<file path="src/rtl/path_planner_bfs_pkg.sv">
// path_pkg: shared FSM states, sentinel value and slot-offset helper for the BFS planner
package path_pkg;
  typedef enum logic [2:0] {IDLE, INIT, DEQ, EXPAND, TRACE, DONE} state_t;
  localparam logic [31:0] SENTINEL = '1;
  function automatic int slot_off(input int k, input int w);
    return k * w;
  endfunction
endpackage

</file>
<file path="src/rtl/path_planner_bfs_queue.sv">
// bfs_queue: show-ahead FIFO of node indices; clear rewinds both pointers
module bfs_queue #(
  parameter int W = 5,
  parameter int DEPTH = 26
) (
  input  logic         clk,
  input  logic         rst_n,
  input  logic         push,
  input  logic         pop,
  input  logic         clear,
  input  logic [W-1:0] din,
  output logic [W-1:0] dout,
  output logic         empty
);
  localparam int PW = $clog2(DEPTH + 1);
  logic [W-1:0] mem [DEPTH];
  logic [PW-1:0] rd, wr, wr_base;
  assign wr_base = clear ? '0 : wr;
  assign empty = rd == wr;
  assign dout = mem[rd];
  // storage: a push in the clearing cycle lands in slot 0
  always_ff @(posedge clk)
    if (push) mem[wr_base] <= din;
  // pointers: each node is pushed at most once per search, so no wrap is needed
  always_ff @(posedge clk or negedge rst_n)
    if (!rst_n) begin
      rd <= '0;
      wr <= '0;
    end else begin
      wr <= wr_base + PW'(push);
      rd <= clear ? '0 : rd + PW'(pop);
    end
endmodule

</file>
<file path="src/rtl/path_planner_bfs.sv">
// path_planner_bfs: loadable adjacency matrix with backward BFS producing a packed node path
module path_planner_bfs
  import path_pkg::*;
#(
  parameter int NODE_W = 5,
  parameter int MAX_NODES = 26,
  parameter int MAX_PATH = 20
) (
  input  logic                       clk,
  input  logic                       rst_n,
  input  logic                       adj_we,
  input  logic [NODE_W-1:0]          adj_row,
  input  logic [MAX_NODES-1:0]       adj_data,
  input  logic                       start,
  input  logic [NODE_W-1:0]          st_node,
  input  logic [NODE_W-1:0]          end_node,
  output logic                       busy,
  output logic                       done,
  output logic                       found,
  output logic                       ovf,
  output logic [NODE_W:0]            path_len,
  output logic [MAX_PATH*NODE_W-1:0] path
);
  localparam logic [NODE_W-1:0] SENT = NODE_W'(SENTINEL);
  localparam logic [NODE_W-1:0] LAST = NODE_W'(MAX_NODES - 1);
  localparam logic [NODE_W:0] PLAST = (NODE_W + 1)'(MAX_PATH - 1);
  state_t state, nxt;
  logic [MAX_NODES-1:0] adj [MAX_NODES];
  logic [MAX_NODES-1:0] visited;
  logic [NODE_W-1:0] parent [MAX_NODES];
  logic [NODE_W-1:0] st, en, u, v, cur, q_din, q_dout;
  logic q_push, q_pop, q_clr, q_empty, bad, cand;
  assign bad = int'(st) >= MAX_NODES || int'(en) >= MAX_NODES;
  assign cand = adj[v][u] && !visited[v];
  assign q_din = state == INIT ? en : v;
  bfs_queue #(.W(NODE_W), .DEPTH(MAX_NODES)) queue (
    .clk(clk), .rst_n(rst_n), .push(q_push), .pop(q_pop), .clear(q_clr),
    .din(q_din), .dout(q_dout), .empty(q_empty)
  );
  // state register
  always_ff @(posedge clk or negedge rst_n)
    if (!rst_n) state <= IDLE;
    else state <= nxt;
  // next state, queue strobes and handshake outputs
  always_comb begin
    nxt = state;
    q_push = 1'b0;
    q_pop = 1'b0;
    q_clr = 1'b0;
    case (state)
      IDLE: nxt = start ? INIT : IDLE;
      INIT: begin
        q_clr = 1'b1;
        q_push = !bad && st != en;
        nxt = (bad || st == en) ? DONE : DEQ;
      end
      DEQ: begin
        q_pop = !q_empty;
        nxt = q_empty ? DONE : EXPAND;
      end
      EXPAND: begin
        q_push = cand;
        nxt = (cand && v == st) ? TRACE : v == LAST ? DEQ : EXPAND;
      end
      TRACE: nxt = (cur == en || path_len == PLAST) ? DONE : TRACE;
      default: nxt = IDLE;
    endcase
    busy = state != IDLE && state != DONE;
    done = state == DONE;
  end
  // search bookkeeping: cleared per search, so no reset is needed
  always_ff @(posedge clk)
    if (state == INIT) begin
      visited <= '0;
      if (!bad) visited[en] <= 1'b1;
      for (int i = 0; i < MAX_NODES; i++) parent[i] <= SENT;
    end else if (state == EXPAND && cand) begin
      visited[v] <= 1'b1;
      parent[v] <= u;
    end
  // adjacency, captured nodes, scan indices and result registers
  always_ff @(posedge clk or negedge rst_n)
    if (!rst_n) begin
      for (int i = 0; i < MAX_NODES; i++) adj[i] <= '0;
      st <= '0;
      en <= '0;
      u <= '0;
      v <= '0;
      cur <= '0;
      found <= 1'b0;
      ovf <= 1'b0;
      path_len <= '0;
      path <= {MAX_PATH{SENT}};
    end else begin
      case (state)
        IDLE: begin
          if (adj_we && int'(adj_row) < MAX_NODES) adj[adj_row] <= adj_data;
          if (start) begin
            st <= st_node;
            en <= end_node;
          end
        end
        INIT: begin
          path <= {MAX_PATH{SENT}};
          path_len <= '0;
          found <= 1'b0;
          ovf <= 1'b0;
          cur <= st;
          if (!bad && st == en) begin
            path[NODE_W-1:0] <= st;
            path_len <= (NODE_W + 1)'(1);
            found <= 1'b1;
          end
        end
        DEQ: begin
          u <= q_dout;
          v <= '0;
        end
        EXPAND: v <= v + 1'b1;
        TRACE: begin
          path[slot_off(int'(path_len), NODE_W) +: NODE_W] <= cur;
          path_len <= path_len + 1'b1;
          cur <= parent[cur];
          if (cur == en) found <= 1'b1;
          else if (path_len == PLAST) ovf <= 1'b1;
        end
        default: ;
      endcase
    end
endmodule

</file>
<file path="config.mk">
export PLATFORM = sky130hd
export DESIGN_NAME = path_planner_bfs
export DESIGN_NICKNAME = d
export VERILOG_FILES = /design/src/rtl/path_planner_bfs_pkg.sv /design/src/rtl/path_planner_bfs_queue.sv /design/src/rtl/path_planner_bfs.sv
export SDC_FILE = /design/constraint.sdc
export NUM_CORES = 2
export LEC_CHECK = 0
export CORE_ASPECT_RATIO = 1.25
export CORE_MARGIN = 2
export CORE_UTILIZATION = 53
export DETAILED_ROUTE_END_ITERATION = 7
export HOLD_SLACK_MARGIN = 0.15
export PLACE_DENSITY = 0.7
export SETUP_SLACK_MARGIN = 0.3
export SYNTH_ARGS = -nofsm -noshare
export SYNTH_HDL_FRONTEND = slang
export SYNTH_HIERARCHICAL = 1
export SYNTH_SLANG_ARGS = --single-unit
</file>
<file path="constraint.sdc">
create_clock -name clk -period 13.98 [get_ports clk]
set_input_delay 3.495 -clock clk [delete_from_list [all_inputs] [get_ports clk]]
set_output_delay 3.495 -clock clk [all_outputs]
set_load 0.01 [all_outputs]
</file>
Word-level counts from Yosys, hierarchy flattened
Memory sizes are Yosys's and may differ from the RTL's. A register that Yosys moved wholly into a read port is not among the register bits.
Index checks and enable logic that the tools add are counted.
{"block": "op_classes", "n_addsub": 5, "mul": 1, "magnitude_cmp": 11, "n_eq_ne": 16, "shifts": 2, "mux": 52, "n_bitwise": 3, "reduce_logical": 27}
{"cell": "bitwise mux 676 bit", "n": 1}
{"cell": "case mux 100 bit (2 select lines)", "n": 1}
{"cell": "two-way mux 26 bit", "n": 6}
{"cell": "binary-select mux 26 bit (select 5 bit)", "n": 1}
{"cell": "demux 26 bit (select 5 bit)", "n": 1}
{"cell": "bitwise mux 100 bit", "n": 1}
{"cell": "variable shift 5 x 33 -> 100 bit, first input constant", "n": 1}
{"cell": "indexed part select 5 x 33 -> 100 bit", "n": 1}
{"cell": "negator 9 -> 33 bit", "n": 1}
{"cell": "two-way mux 5 bit", "n": 6}
{"cell": "OR 26 bit", "n": 1}
{"cell": "two-way mux 1 bit", "n": 21}
{"cell": "equality test 5 bit", "n": 4}
{"cell": "case mux 5 bit (2 select lines)", "n": 2}
{"cell": "less-than comparator 5 x 6 -> 1 bit, second input constant", "n": 3}
{"cell": "case mux 3 bit (5 select lines)", "n": 1}
{"cell": "greater-or-equal comparator 6 bit, second input constant", "n": 2}
{"cell": "NOT 5 -> 6 bit", "n": 2}
{"cell": "case mux 6 bit (2 select lines)", "n": 1}
{"cell": "adder 5 x 1 -> 5 bit", "n": 2}
{"cell": "binary-select mux 1 bit (select 5 bit)", "n": 2}
{"cell": "demux 1 bit (select 5 bit)", "n": 2}
{"cell": "greater-or-equal comparator 5 x 1 -> 1 bit, second input constant", "n": 2}
{"cell": "greater-or-equal comparator 5 bit, second input constant", "n": 2}
{"cell": "other kinds (24)", "n": 50}
{"block": "word_totals", "reg_bits": 843, "ramBits": 260, "inputBits": 45, "out_inout_bits": 110, "wordCells": 157, "mem_count": 2}
{"name": "parent", "depth": 26, "width": 5, "read_ports": 1, "rd_clocked_by_memory_dff": 0, "wr": 26, "line": "path_planner_bfs.sv:30", "text": "logic [NODE_W-1:0] parent [MAX_NODES];"}
{"name": "queue.mem", "depth": 26, "width": 5, "read_ports": 1, "rd_clocked_by_memory_dff": 1, "wr": 1, "line": "path_planner_bfs_queue.sv:16", "text": "logic [W-1:0] mem [DEPTH];"}

Longest topological paths before layout
{"block": "depth", "word_depth": 13, "depth_mapped": 17}

Hierarchy
Netlist, hierarchy kept.
{"module": "path_planner_bfs", "instances": 1, "cells_each": 3297, "area_per_inst_um2": 46475.8}
{"module": "bfs_queue", "instances": 1, "cells_each": 321, "area_per_inst_um2": 5670.4}

Worst setup path after synthesis
OpenSTA, ideal clock, no wires.
{"block": "synth_timing", "kind": "input port to flip-flop", "startpoint": "in adj_row[2]", "endpoint": "reg adj[671] (netlist bit)", "setup_time_ns": 0.125, "t_arrival_ns": 5.527, "setup_slack_ns": 8.328, "path_stages": 7, "n_path_buf": 3, "cell_sequence": "clkbuf_1 and3_1 or4_1 clkbuf_1 nor4_2 buf_2 mux2_2"}
{"block": "synth_via", "elab_chain_cells": 6}
{"element": "start: declaration", "line": "path_planner_bfs.sv:12", "text": "input logic [NODE_W-1:0] adj_row,"}
{"element": "NOT 5 -> 6 bit (not written as such)", "line": "path_planner_bfs.sv:97", "text": "if (adj_we && int'(adj_row) < MAX_NODES) adj[adj_row] <= adj_data;"}
{"element": "greater-or-equal comparator 6 bit (not written as such) or less-than comparator 6 x 1 -> 1 bit (tied branches)", "line": "path_planner_bfs.sv:97"}
{"element": "logical AND 1 bit (not written as such)", "line": "path_planner_bfs.sv:97"}
{"element": "two-way mux 26 bit (not written as such)", "line": "path_planner_bfs.sv:97"}
{"element": "demux 26 bit (select 5 bit)", "line": "path_planner_bfs.sv:97"}
{"element": "bitwise mux 676 bit", "line": "path_planner_bfs.sv:97"}
{"element": "end: declaration", "line": "path_planner_bfs.sv:28", "text": "logic [MAX_NODES-1:0] adj [MAX_NODES];"}
Several ways; a longest one is shown, not always the timed one.
A chain may end at the register's enable or synchronous reset.

==> results.yml <==
status:
  outcome: "complete, no violations"
timing:
  fmax_mhz: 149
  setup_viol: 0
  rsz0062_at_grt: "no"
  fin_crit_sh: 0.479
  fin_ws_ns: 7.28
  hold_viol_final: 0
  finalSetupTns_ns: 0
  slew_headroom: 0.131
  layout_min_cycle_time_ns: 6.70
  worstMarginPinSlew_ns: 1.30
  clock_skew_ns: 0.0274
  slew_violations: 0
clocking:
  insertion_delay_ns: 0.71
  clk_pin_slew_ns: 0.07
  cts_resized: 0
  clockBufferDepth: 3
  cts_root_buf: "clkbuf_16"
  holdBufCountCts: 0
  numCtsBuffers: 111
  tritoncts: "yes"
  clock_sinks: 1138
  cts_setup_buffers: 0
  h-tree-depth: 3
global_route:
  grt_usage: 0.276
  grt_pass1_wl_mm: 210
  grt_pass1_vias: 32300
  grt_remaining_overflow: 0
  grt_max_degree: 187
  antenna_found_initial: 1
power_and_ir_drop:
  power.density_mw_per_mm2: 188
  p_leak_nw: 23.7
  vdd_drop_max_uv: 152
worst_hold_path:
  min_path_cells: 1
  worstHoldStart: "adj[650]"
  hold_path_class: "flop to flop"
  min_to: "adj[650]"
floorplanning:
  start_util: 0.535
  die_area_mm2: 0.101
  core_area_mm2: 0.0975
  die_h_um: 355
  num_rows: 128
  num_io_pins: 155
  die_w_um: 285
flow_run:
  drv_cap: 0
logic_synthesis:
  synth.top_cell.area_share: 0.346
  synth_area_mm2: 0.0521
  synth_most_common_cell: "dfrtp_1"
  synth_ff_type: "dfrtp_1"
  synth-warning-count: 6
  yosysSeqAreaShare: 0.579
  async_flop_share: 0.722
  syn_avg_cell_area_um2: 14.4
  ys_types: 90
  synth-edff-count: 316
  synthTopCellsByCount: "dfrtp_1 (722), mux2_2 (703), edfxtp_1 (316)"
  synth_top_area_cell: "dfrtp_1"
  synthTopCellsByArea: "dfrtp_1 (35%), edfxtp_1 (18%), mux2_2 (15%)"
  ys_seq_elements: 1138
  synthCells: 3618
setup_path:
  r2r_cells: 12
  end_kind: "flop"
  rrSetupSlack_ns: 7.28
  cp.required_ns: 14.35
  reg2reg_from: "v[1]"
  cp_max_fo: 113
  arrival_ns: 7.07
  criticalPathCategory: "flop to flop"
  r2r_end: "parent[3][2]"
  critPathLaunchType: "flop"
detailed_routing:
  wirelength_mm: 138
  vias: 31800
  drc: 0
  wl_per_cell_um: 27.4
  antenna_left: 0
  dr.pass1.iters: 6
  avgViaCountPerCell: 6.32
  drt_iter0_drc: 2758
layout:
  syn2layout_area_growth_pct: 11.7
  n_fill_cell: 7530
  drive_above_1_share: 0.346
  layout.nets: 3701
  antenna_cells: 0
placement:
  place_ws_ns: 6.66
  io_buffers: 154
  gp_congestion: 0.850
  dp_hpwl_mm: 83.2
## flip-flops by register name, indices dropped and copies added (netlist names), 5 cells and up
signal	count
path	100
path_len	6
parent	160
u	5
queue/rd	5
queue/wr	5
adj	676
en	5
v	5
queue/mem	130
cur	5
st	5
visited	26
## cell families (layout without fill, tap and decap cells)
family,Yosys count,in the layout,synth area share
DFF,1138,1138,0.579
muxes,1066,1066,0.268
and+or+nand+nor,659,659,0.0621
AOI/OAI and AO/OA,383,383,0.0516
buffers and inverters,330,430,0.0317
xor gates and xnor gates,30,30,0.00504
adders and majority gates,11,11,0.00264
other,1,20,0.0000719
## cells in the final DEF, fill, tap and decap left out, drive strengths merged, types with 12 or more instances in the layout
master / n
nand3: 174
clkinv: 31
o22ai: 47
buf: 60
nor2b: 42
dfrtp: 722
xnor2: 17
mux2i: 158
o21ai: 51
nand2b: 20
conb: 20
dfstp: 100
clkbuf: 163
mux4: 190
nor2: 99
nor3: 32
a31o: 25
nand3b: 12
edfxtp: 316
mux2: 718
a21oi: 57
and2: 12
a22oi: 33
clkdlybuf4s50: 153
xor2: 13
o211ai: 77
inv: 13
nand2: 203
## where the power goes
| part | total [mW] | internal (mW) | switching (mW) |
|---|---|---|---|
| clock network | 3.04 | 1.75 | 1.29 |
| registers | 4.68 | 4.19 | 0.490 |
| logic | 3.24 | 1.34 | 1.90 |
## worst max-delay path: stages (launching register included)
cell and delay (ns):
dfrtp_4 0.69, buf_4 0.61, buf_4 0.79, mux4_2 0.36
mux2i_1 0.12, o221ai_1 0.24, nand4_1 0.35, a311o_1 0.50
a32oi_2 0.34, mux2i_4 0.18, nor2_8 0.57, buf_4 0.95
a31o_1 0.44
## per-layer routing
layer  GRT usage  up-vias  part of all wire
li1            -    13600                 -
met1       0.369    16800              0.41
met2       0.467     1153              0.50
met3      0.0352      270             0.057
met4       0.102        2             0.037
met5           0        -          0.000087
## worst max path at each step
| stage | from | end | slack [ns] |
|---|---|---|---|
| floorplan | adj_row[2] | adj[671] | 8.33 |
| global placement | adj_row[2] | adj[38] | 6.73 |
| detailed placement | adj_row[2] | adj[35] | 6.66 |
| CTS | adj_row[2] | adj[35] | 7.39 |
| global route | v[0] | parent[8][4] | 7.08 |
| finish | v[1] | parent[3][2] | 7.28 |
## stage by stage
stage                     total power, mW  std cells  instance area (um^2)  utilization  hold WS (ns)
final                                11.0       5037                 58200        0.597         0.484
after global routing                 11.4       5037                 58200        0.597         0.508
after CTS                            11.0       5037                 58200        0.597         0.485
after detailed placement             7.96       4832                 54500        0.559         0.475
after global placement               7.87       4832                 54500        0.559         0.464
after floorplan                      6.86       3637                 52200            -         0.453
## final cells by class
class / instances / area (um^2) / share of cell area
Timing Repair Buffer: 213 / 2050 / 0.0352
Sequential cell: 1138 / 30200 / 0.519
Clock buffer: 163 / 3310 / 0.0568
Clock inverter: 42 / 433 / 0.00743
Tap cell: 1300 / 1630 / 0.0279
Multi-Input combinational cell: 2169 / 20600 / 0.353
Inverter: 12 / 45.0 / 0.000774
Power figures use the tool's default switching activity.
